### config.mk
export PLATFORM = sky130hd
export DESIGN_NAME = actor_write_receiver_flat
export DESIGN_NICKNAME = d
export VERILOG_FILES = /design/src/rtl/actor_write_receiver_if.sv /design/src/rtl/actor_write_receiver.sv /design/src/flat_wrapper.sv
export SDC_FILE = /design/constraint.sdc
export NUM_CORES = 2
export LEC_CHECK = 0
export CELL_PAD_IN_SITES_DETAIL_PLACEMENT = 1
export CELL_PAD_IN_SITES_GLOBAL_PLACEMENT = 2
export CORE_ASPECT_RATIO = 1.1
export CORE_MARGIN = 2
export CORE_UTILIZATION = 43
export DETAILED_ROUTE_END_ITERATION = 12
export PLACE_DENSITY = 0.82
export SYNTH_ARGS = -nofsm -noshare
export SYNTH_HDL_FRONTEND = slang
export SYNTH_SLANG_ARGS = --single-unit
### constraint.sdc
create_clock -name CGRA_CLK_I -period 3.13 [get_ports CGRA_CLK_I]
set_input_delay 0.4695 -clock CGRA_CLK_I [delete_from_list [all_inputs] [get_ports CGRA_CLK_I]]
set_output_delay 0.4695 -clock CGRA_CLK_I [all_outputs]
set_load 0.05 [all_outputs]
### src/rtl/actor_write_receiver_if.sv
// Actor-write drain bus between the CGRA write stream and the
// actor parameter interconnect.
interface actor_write_receiver_if #(
  parameter int ACTOR_ID_WIDTH = 4,
  parameter int DATA_WIDTH     = 32
);
  logic                      EN_I;
  logic [ACTOR_ID_WIDTH-1:0] ACTOR_WRITE_ADDR_I;
  logic [DATA_WIDTH-1:0]     ACTOR_DATA_I;
  logic                      ACTOR_WRITE_ENABLE_I;
  logic                      SYNC_IN_I;
  logic                      ACTOR_VALID_O;
  logic                      ACTOR_READY_I;
  logic [ACTOR_ID_WIDTH-1:0] ACTOR_ID_O;
  logic [DATA_WIDTH-1:0]     ACTOR_DATA_O;
  logic                      ACTOR_LAST_O;
  logic                      BUSY_O;
  logic                      OVERRUN_O;
  logic                      OVERRUN_CLR_I;

  modport slave (
    input  EN_I, ACTOR_WRITE_ADDR_I, ACTOR_DATA_I,
    input  ACTOR_WRITE_ENABLE_I, SYNC_IN_I,
    input  ACTOR_READY_I, OVERRUN_CLR_I,
    output ACTOR_VALID_O, ACTOR_ID_O, ACTOR_DATA_O,
    output ACTOR_LAST_O, BUSY_O, OVERRUN_O
  );

  modport master (
    output EN_I, ACTOR_WRITE_ADDR_I, ACTOR_DATA_I,
    output ACTOR_WRITE_ENABLE_I, SYNC_IN_I,
    output ACTOR_READY_I, OVERRUN_CLR_I,
    input  ACTOR_VALID_O, ACTOR_ID_O, ACTOR_DATA_O,
    input  ACTOR_LAST_O, BUSY_O, OVERRUN_O
  );
endinterface

### src/rtl/actor_write_receiver.sv
// Shadow/commit actor bank: writes gather in shadow, a sync commits
// the dirty slots and drains them lowest-index first over valid/ready.
module actor_write_receiver #(
  parameter int ACTOR_ID_WIDTH = 4,
  parameter int NUM_ACTORS     = 16,
  parameter int DATA_WIDTH     = 32
) (
  input logic CGRA_CLK_I,
  input logic RST_N_I,
  actor_write_receiver_if.slave bus
);

  typedef enum logic {IDLE, DRAIN} state_t;

  typedef logic [ACTOR_ID_WIDTH-1:0] id_t;
  typedef logic [DATA_WIDTH-1:0]     word_t;
  typedef logic [NUM_ACTORS-1:0]     mask_t;

  state_t state;
  word_t  shadow_q [NUM_ACTORS];
  word_t  commit_q [NUM_ACTORS];
  word_t  shadow_d [NUM_ACTORS];
  word_t  commit_d [NUM_ACTORS];
  mask_t  dirty_q;
  mask_t  pend_q;
  mask_t  dirty_d;
  mask_t  pend_d;
  mask_t  wr_hit;
  mask_t  done_hit;
  logic   sync_go;
  logic   hs;
  logic   one_left;
  id_t    sel_id;
  word_t  sel_data;
  logic   valid_q;
  id_t    id_q;
  word_t  data_q;
  logic   last_q;
  logic   ovr_q;

  // Next bank/mask contents; next presented word is chosen from them
  // so the outputs can be registered without a ready-to-output path.
  always_comb begin
    sync_go  = bus.EN_I & bus.SYNC_IN_I & (state == IDLE);
    hs       = valid_q & bus.ACTOR_READY_I;
    wr_hit   = '0;
    done_hit = '0;
    for (int i = 0; i < NUM_ACTORS; i++) begin
      wr_hit[i]   = bus.EN_I & bus.ACTOR_WRITE_ENABLE_I &
                    (bus.ACTOR_WRITE_ADDR_I == id_t'(i));
      done_hit[i] = hs & (id_q == id_t'(i));
      shadow_d[i] = wr_hit[i] ? bus.ACTOR_DATA_I : shadow_q[i];
      commit_d[i] = sync_go ? shadow_d[i] : commit_q[i];
    end
    dirty_d = sync_go ? '0 : (dirty_q | wr_hit);
    pend_d  = sync_go ? (dirty_q | wr_hit) : (pend_q & ~done_hit);
    sel_id   = '0;
    sel_data = '0;
    for (int i = NUM_ACTORS - 1; i >= 0; i--) begin
      if (pend_d[i]) begin
        sel_id   = id_t'(i);
        sel_data = commit_d[i];
      end
    end
    one_left = (pend_d != '0) &&
               ((pend_d & (pend_d - mask_t'(1))) == '0);
  end

  // Drain FSM with banks, masks and registered outputs.
  always_ff @(posedge CGRA_CLK_I or negedge RST_N_I) begin
    if (!RST_N_I) begin
      state   <= IDLE;
      dirty_q <= '0;
      pend_q  <= '0;
      valid_q <= 1'b0;
      id_q    <= '0;
      data_q  <= '0;
      last_q  <= 1'b0;
      ovr_q   <= 1'b0;
      for (int i = 0; i < NUM_ACTORS; i++) begin
        shadow_q[i] <= '0;
        commit_q[i] <= '0;
      end
    end else begin
      for (int i = 0; i < NUM_ACTORS; i++) begin
        shadow_q[i] <= shadow_d[i];
        commit_q[i] <= commit_d[i];
      end
      dirty_q <= dirty_d;
      pend_q  <= pend_d;
      state   <= (pend_d != '0) ? DRAIN : IDLE;
      valid_q <= (pend_d != '0);
      id_q    <= sel_id;
      data_q  <= sel_data;
      last_q  <= one_left;
      if (bus.OVERRUN_CLR_I)
        ovr_q <= 1'b0;
      else if (bus.EN_I & bus.SYNC_IN_I & (state == DRAIN))
        ovr_q <= 1'b1;
    end
  end

  assign bus.ACTOR_VALID_O = valid_q;
  assign bus.ACTOR_ID_O    = id_q;
  assign bus.ACTOR_DATA_O  = data_q;
  assign bus.ACTOR_LAST_O  = last_q;
  assign bus.BUSY_O        = (state == DRAIN);
  assign bus.OVERRUN_O     = ovr_q;

endmodule

### src/flat_wrapper.sv
// flat-port wrapper written by rule: the top's interface ports become plain ports
module actor_write_receiver_flat 
#(
  parameter int ACTOR_ID_WIDTH = 4,
  parameter int NUM_ACTORS     = 16,
  parameter int DATA_WIDTH     = 32
)
  (CGRA_CLK_I, RST_N_I, bus_EN_I, bus_ACTOR_WRITE_ADDR_I, bus_ACTOR_DATA_I, bus_ACTOR_WRITE_ENABLE_I, bus_SYNC_IN_I, bus_ACTOR_READY_I, bus_OVERRUN_CLR_I, bus_ACTOR_VALID_O, bus_ACTOR_ID_O, bus_ACTOR_DATA_O, bus_ACTOR_LAST_O, bus_BUSY_O, bus_OVERRUN_O);
  actor_write_receiver_if #(.ACTOR_ID_WIDTH(ACTOR_ID_WIDTH), .DATA_WIDTH(DATA_WIDTH)) bus_i ();
  input logic CGRA_CLK_I;
  input logic RST_N_I;
  input wire logic [$bits(bus_i.EN_I)-1:0] bus_EN_I;
  input wire logic [$bits(bus_i.ACTOR_WRITE_ADDR_I)-1:0] bus_ACTOR_WRITE_ADDR_I;
  input wire logic [$bits(bus_i.ACTOR_DATA_I)-1:0] bus_ACTOR_DATA_I;
  input wire logic [$bits(bus_i.ACTOR_WRITE_ENABLE_I)-1:0] bus_ACTOR_WRITE_ENABLE_I;
  input wire logic [$bits(bus_i.SYNC_IN_I)-1:0] bus_SYNC_IN_I;
  input wire logic [$bits(bus_i.ACTOR_READY_I)-1:0] bus_ACTOR_READY_I;
  input wire logic [$bits(bus_i.OVERRUN_CLR_I)-1:0] bus_OVERRUN_CLR_I;
  output wire logic [$bits(bus_i.ACTOR_VALID_O)-1:0] bus_ACTOR_VALID_O;
  output wire logic [$bits(bus_i.ACTOR_ID_O)-1:0] bus_ACTOR_ID_O;
  output wire logic [$bits(bus_i.ACTOR_DATA_O)-1:0] bus_ACTOR_DATA_O;
  output wire logic [$bits(bus_i.ACTOR_LAST_O)-1:0] bus_ACTOR_LAST_O;
  output wire logic [$bits(bus_i.BUSY_O)-1:0] bus_BUSY_O;
  output wire logic [$bits(bus_i.OVERRUN_O)-1:0] bus_OVERRUN_O;
  assign bus_i.EN_I = bus_EN_I;
  assign bus_i.ACTOR_WRITE_ADDR_I = bus_ACTOR_WRITE_ADDR_I;
  assign bus_i.ACTOR_DATA_I = bus_ACTOR_DATA_I;
  assign bus_i.ACTOR_WRITE_ENABLE_I = bus_ACTOR_WRITE_ENABLE_I;
  assign bus_i.SYNC_IN_I = bus_SYNC_IN_I;
  assign bus_i.ACTOR_READY_I = bus_ACTOR_READY_I;
  assign bus_i.OVERRUN_CLR_I = bus_OVERRUN_CLR_I;
  assign bus_ACTOR_VALID_O = bus_i.ACTOR_VALID_O;
  assign bus_ACTOR_ID_O = bus_i.ACTOR_ID_O;
  assign bus_ACTOR_DATA_O = bus_i.ACTOR_DATA_O;
  assign bus_ACTOR_LAST_O = bus_i.ACTOR_LAST_O;
  assign bus_BUSY_O = bus_i.BUSY_O;
  assign bus_OVERRUN_O = bus_i.OVERRUN_O;
  actor_write_receiver #(.ACTOR_ID_WIDTH(ACTOR_ID_WIDTH), .NUM_ACTORS(NUM_ACTORS), .DATA_WIDTH(DATA_WIDTH)) u_core (.CGRA_CLK_I(CGRA_CLK_I), .RST_N_I(RST_N_I), .bus(bus_i));
endmodule
==> qor.yml <==
outcome:
  outcome: "finished, final reports clean"
drt:
  vias: 36150
  dr.pass1.iters: 7
  detail_route.wl_per_cell_um: 27.71
  ant_nets: 0
  viasPerCell: 6.003
  drc: 0
  drt_wl_total_um: 166800
  drt_iter0_markers: 2649
setup_path:
  cp.arrival_ps: 3730
  regToRegSetupSlack_ps: 9
  cp_max_fo: 10
  reg2reg_depth: 11
  startpoint_type: "flop"
  path_class: "reg2reg"
  cp.required_ps: 3740
  end_kind: "flop"
  critPathLaunch: "u_core.bus.BUSY_O$_DFF_PN0_"
  rr_startpoint: "u_core.bus.BUSY_O$_DFF_PN0_"
  r2r_end: "u_core.bus.ACTOR_DATA_O[9]$_DFF_PN0_"
floorplanning:
  core_area_sq_mm: 0.1057
  die_w_um: 315.5
  start_util_pct: 43.42
  num_io_pins: 83
  die_y_um: 346.7
  row_count: 125
  fp.dieArea_sq_mm: 0.1094
sta:
  max_freq_mhz: 320.4
  min_period_ps: 3121
  drv_slew: 0
  grt_setup_unrepaired: "yes"
  final_hold_viol_count: 0
  finalCritPeriodShare_pct: 99.72
  skew_ps: 28.64
  tns_ps: 0
  setup_viol: 0
  worstMarginPinSlew_ps: 738.5
  whs_ps: 295.5
  max-slew-margin-rel_pct: 50.76
synth:
  ys_ff_latch: 1095
  synthCells: 3939
  ys_seq_area_share_pct: 59.69
  syn_avg_cell_area_sq_um: 11.65
  yosys_warnings: 0
  synth_edf_count: 0
  synth_flop_cell: "dfrtp_1"
  ys_types: 67
  async_flop_share_pct: 100.0
  synth_nets: 3982
  syn_area_sq_mm: 0.04590
power:
  power_density_mw_per_mm2: 1052
  pwr-share-clk_pct: 23.9
  sequentialPowerShare_pct: 33.8
  combPwrFrac_pct: 42.2
  power.net_switching_mw: 22.72
  sw_frac_of_total_pct: 37.26
  ir_drop_uv: 597.3
  p_int_mw: 38.26
  p_leak_nw: 27.08
cells_and_area:
  finalNonFillerCells: 6021
  regArea_sq_mm: 0.02740
  area_growth_pct: 26.24
  multi_input_area_sq_mm: 0.01718
  final_util_pct: 54.81
  drive_gt1_share_pct: 34.91
  fill_cells: 10950
  fin_nets: 4576
  finish.instance_area_sq_mm: 0.05795
worst_hold_path:
  hold_path.class: "in2async"
cts:
  cts_buffers: 114
  cts-root-buf: "clkbuf_16"
  cts_htree_levels: 3
  cts.sinks: 1095
  cts_tree: "yes"
  clkSlewWorstSetupHoldPaths_ps: 70
  clk_latency_ps: 730
  cts_max_path_buffers: 3
placed_design:
  port_buffers: 82
  dp_hpwl_um: 111600
  place.gp.congestion: 0.9141
  dpl.cell_count: 5794
  dpl_cell_area_sq_mm: 0.05349
global_route:
  antenna_found_initial: 2
  grt_max_degree: 137
  grt_overflow: 0
  first_global_vias: 39540
  track_usage_pct: 30.50
  grt_pass1_wl_um: 252200
flow_run:
  cap_violations: 0
[layer usage]
| metal | track usage (%) | vias up | part of all wire (%) |
|---|---|---|---|
| met5 | 0 | - | 0 |
| met4 | 14.05 | 0 | 4.8 |
| met3 | 3.721 | 404 | 4.4 |
| met2 | 51.11 | 1143 | 49 |
| met1 | 39.46 | 19250 | 42 |
| li1 | - | 15350 | - |
[layout by cell type, fill, tap and decap left out, drive strengths merged, types with 3 or more instances in the layout]
| master | instances |
|---|---|
| mux2i | 15 |
| nor4 | 6 |
| nand4b | 3 |
| a31oi | 199 |
| inv | 35 |
| o2111ai | 11 |
| o22a | 10 |
| nand3b | 4 |
| mux2 | 608 |
| o211ai | 78 |
| o2bb2ai | 8 |
| buf | 728 |
| or4 | 12 |
| o22ai | 57 |
| nand2b | 4 |
| or2 | 11 |
| bufinv | 13 |
| a311o | 8 |
| nand3 | 150 |
| a32o | 10 |
| o21a | 5 |
| a32oi | 7 |
| a2111oi | 12 |
| o221ai | 35 |
| nand2 | 477 |
| clkinvlp | 3 |
| a21oi | 111 |
| dfrtp | 1095 |
| o21ai | 160 |
| o32ai | 4 |
| clkinv | 20 |
| a221o | 27 |
| nor3 | 22 |
| clkdlybuf4s50 | 79 |
| nand4 | 14 |
| nor2 | 321 |
| a221oi | 72 |
| clkbuf | 167 |
[final cells by class]
| type | instances | area share [%] |
|---|---|---|
| diodes | 1 | 0.004318 |
| clock buffers | 165 | 5.858 |
| clock inverters | 41 | 1.088 |
| inverters | 30 | 0.1943 |
| multi-input cells | 2480 | 29.65 |
| flip-flops and latches | 1095 | 47.29 |
| well taps | 1397 | 3.016 |
| repair buffers | 812 | 12.90 |
[state kept, by name (all words and copies together), names as in the netlist]
| register | count |
|---|---|
| u_core.bus.BUSY_O | 1 |
| u_core.dirty_q | 16 |
| u_core.bus.ACTOR_DATA_O | 32 |
| u_core.shadow_q | 512 |
| u_core.bus.ACTOR_LAST_O | 1 |
| u_core.bus.OVERRUN_O | 1 |
| u_core.pend_q | 16 |
| u_core.commit_q | 512 |
| u_core.bus.ACTOR_ID_O | 4 |
[timing repair]
action / 4_1_cts / 5_1_grt
gates cloned: 1 / 2
endpoints found under the setup margin: 21 / 26
pin swaps: 3 / 12
hold endpoints to repair: 14 / 0
hold buffers: 1 / 0
buffers inserted: 4 / 12
resized for setup: 12 / 45
[kinds of logic (layout without fill, tap and decap cells)]
group | Yosys count | in the layout | share of synthesized area (%)
multiplexers | 623 | 623 | 15.26
other | 0 | 1 | 0
AO/OA/AOI/OAI | 820 | 820 | 11.99
flip-flops | 1095 | 1095 | 59.69
buffers and inverters | 365 | 1048 | 3.467
AND/OR/NAND/NOR | 1035 | 1036 | 9.565
adder cells (fa/ha/maj) | 1 | 1 | 0.02181
[worst max-delay path by stage]
stage	endpoint	slack (ps)	cells after the start
floorplan	u_core.bus.ACTOR_DATA_O[10]$_DFF_PN0_	250	12
global placement	u_core.bus.ACTOR_DATA_O[12]$_DFF_PN0_	-850	14
detailed placement	u_core.bus.ACTOR_DATA_O[12]$_DFF_PN0_	-970	13
CTS	u_core.bus.ACTOR_DATA_O[10]$_DFF_PN0_	-20	10
global route	u_core.bus.ACTOR_DATA_O[11]$_DFF_PN0_	-100	11
finish	u_core.bus.ACTOR_DATA_O[9]$_DFF_PN0_	9	11
[stage by stage]
stage,setup WS (ps),total power [mW]
final,8.626,60.99
after floorplan,249.2,33.58
after global routing,-99.85,63.65
after detailed placement,-970.0,45.13
after global placement,-846.9,44.07
after CTS,-16.92,60.24
[synthesized netlist by cell type, types with 7 or more instances]
cell type	number	area share (%)
o22ai_1	57	0.78
nand4_1	14	0.19
buf_2	120	1.3
a32o_1	10	0.22
a311o_1	8	0.17
nor3_1	22	0.24
nand2_1	475	3.9
mux2_2	597	15
a221oi_1	72	1.4
inv_1	21	0.17
dfrtp_1	1095	60
o2111ai_1	11	0.21
a32oi_1	7	0.13
o22a_1	8	0.15
a21oi_1	107	1.2
a221o_1	27	0.59
buf_4	9	0.15
or4_1	12	0.20
o221ai_1	35	0.67
o211ai_1	78	1.3
nand3_1	150	1.6
buf_1	47	0.38
o2bb2ai_1	8	0.15
or2_2	11	0.15
o21ai_0	150	1.6
inv_2	8	0.065
a31oi_1	199	2.7
mux2i_1	15	0.33
clkbuf_1	154	1.3
nor2_1	318	2.6
mux2_1	9	0.22
o21ai_1	10	0.11
[worst max-delay path: stages, from the launching register on]
cell and delay [ps]:
dfrtp_2 500, nand3b_4 310, buf_4 250, o211ai_1 110
o21a_2 260, inv_2 130, buf_4 200, a21oi_1 170
a21oi_1 150, a2111oi_1 390, o2111ai_1 220, a32o_1 300
[power groups by stage]
stage	logic (mW)	clock network [mW]	registers [mW]
6_report	25.8	14.6	20.6
3_5_place_dp	24.3	0	20.8
5_1_grt	27.2	15.4	21.0
2_1_floorplan	12.7	0	20.9
3_3_place_gp	23.6	0	20.5
4_1_cts	24.8	14.8	20.6
Note: power is estimated with default switching activity, not from simulation.
==> edit, RTL diff (same flow settings) <==
`NUM_ACTORS` is set to 16 in 2 places; all go to 8.
--- a/src/rtl/actor_write_receiver.sv
+++ b/src/rtl/actor_write_receiver.sv
@@ -2,7 +2,7 @@
 // the dirty slots and drains them lowest-index first over valid/ready.
 module actor_write_receiver #(
   parameter int ACTOR_ID_WIDTH = 4,
-  parameter int NUM_ACTORS     = 16,
+  parameter int NUM_ACTORS     = 8,
   parameter int DATA_WIDTH     = 32
 ) (
   input logic CGRA_CLK_I,
--- a/src/flat_wrapper.sv
+++ b/src/flat_wrapper.sv
@@ -2,7 +2,7 @@
 module actor_write_receiver_flat 
 #(
   parameter int ACTOR_ID_WIDTH = 4,
-  parameter int NUM_ACTORS     = 16,
+  parameter int NUM_ACTORS     = 8,
   parameter int DATA_WIDTH     = 32
 )
   (CGRA_CLK_I, RST_N_I, bus_EN_I, bus_ACTOR_WRITE_ADDR_I, bus_ACTOR_DATA_I, bus_ACTOR_WRITE_ENABLE_I, bus_SYNC_IN_I, bus_ACTOR_READY_I, bus_OVERRUN_CLR_I, bus_ACTOR_VALID_O, bus_ACTOR_ID_O, bus_ACTOR_DATA_O, bus_ACTOR_LAST_O, bus_BUSY_O, bus_OVERRUN_O);
Behaviour: not the same (a bounded check fails within 4 cycles, from zero or initial values and one cycle with RST_N_I low).
==> edit against the unedited design <==
  * Synthesized area fell by 48%
  * Design area fell by 50%
  * Wire length fell by 59%
  * Non-clock buffer count fell by 561
  * Worst setup slack improved by 0.48 ns
  * Count of clock-buffer cells in the layout fell by 84
  * Power fell by 54%
  * Sequential share of layout area rose by 1.9 points
  * Die area fell by 47%
  * Sequential cell count fell by 529
  * Sequential power fell by 49%
  * Via count fell by 54%
==> edit: results (changes against the unedited design) <==
| Metric | Value |
|---|---|
| Post-Synth Adder-Cell Area | `0% (-0.022 points)` |
| Synth Area in XOR/XNOR | `0.0366% (+0.037 points)` |
| Syn_nets | `2054 (-48%)` |
| Layout Skew | `0.0139 ns (-0.0148 ns)` |
| Rel. slew slack | `41.3% (-9.5 points)` |
| Routability cong. | `0.783 (-14%)` |
| DR WL met3 | `2350 um (-68%)` |
| Seq/Total Area, Yosys | `59.3% (-0.44 points)` |
| Met1 usage | `31.7% (-7.8 points)` |
| Initial antenna violation count | `1 (-1)` |
| WL met2 | `34600 um (-58%)` |
| First-pass GRT wire length | `109000 um (-57%)` |
| Leak | `13.0 nW (-52%)` |
| Nets | `2185 (-52%)` |
| Total iterations of the first detailed-routing run | `5 (-2)` |
| Clock latency on the worst-skew pair | `0.62 ns (-0.11 ns)` |
| Drt initial violations | `1023 (-61%)` |
| Critical path arrival | `3.10 ns (-0.63 ns)` |
| CP startpoint | `bus_ACTOR_WRITE_ADDR_I[2]` |
| CP max stage delay | `0.64 ns (+0.14 ns)` |
| CTS Buf Count | `58 (-49%)` |
| Non-filler cells, final | `2926 (-51%)` |
| Met3 usage | `3.44% (-0.28 points)` |
| Port buffer count | `81 (-1.2%)` |
| Largest net degree at the start of global routing | `90 (-34%)` |
| VDD IR max | `0.000502 V (-16%)` |
| WL per Instance | `23.5 um (-15%)` |
| CP max-delay cell | `clkdlybuf4s50_1` |
| Worst R2R Start | `u_core.bus.ACTOR_ID_O[2]` |
| Synth area leaders | `dfrtp_1, mux2_2, mux2i_1` |
| Via Count | `16699 (-54%)` |
| Share of layout cells above drive strength 1 | `25.6% (-9.3 points)` |
| Placed cell count | `2817 (-51%)` |
| Critical path endpoint | `u_core.bus.ACTOR_DATA_O[14]` |
| Met1 wire length | `29900 um (-57%)` |
| GRT Util Overall | `24.3% (-6.2 points)` |
| R2R cell count | `8 (-3)` |
| Post-route DRC | `0 (unchanged)` |
| R2R Path End | `u_core.bus.ACTOR_LAST_O` |
| Vias in the first global route | `18754 (-53%)` |
| Detailed Place HPWL | `43600 um (-61%)` |
| H-tree levels | `2 (-1)` |
| Yosys cell types | `48 (-28%)` |
| Min-Delay Path Class | `input port to flop` |
| Post-synthesis mux area share | `15.0% (-0.29 points)` |
| Fillers | `5676 (-48%)` |
| Setup slack after layout | `0.492 ns (+0.483 ns)` |
| Pre-CTS WS | `-0.0813 ns (+0.889 ns)` |
| Status | `finished clean` |
[edit: final cells by class]
cell class / instances / share of cell area, %
well taps: 736 / 3.20
clock buffers: 81 / 5.73
multi-input cells: 1163 / 30.0
repair buffers: 251 / 9.28
inverters: 102 / 1.33
flip-flops and latches: 566 / 49.2
clock inverters: 26 / 1.26
diodes: 1 / 0.00869
[edit: through the flow]
stage	hold WS, ns	instance area, sq um
after CTS	0.346	28800
after global placement	0.448	26800
final	0.378	28800
after floorplan	0.174	23900
after global routing	0.380	28800
after detailed placement	0.456	26800
[edit: what timing repair did]
action / CTS / global route
hold buffers: 1 / 0
buffers inserted: 0 / 0
gates resized for setup: 0 / 0
hold endpoints to repair: 77 / 0
endpoints found under the setup margin: 0 / 0
[edit: where the power goes]
part / internal (W) / switching [W]
logic: 0.00397 / 0.00588
clock network: 0.00434 / 0.00298
registers: 0.00984 / 0.000801
total: 0.0182 / 0.00966
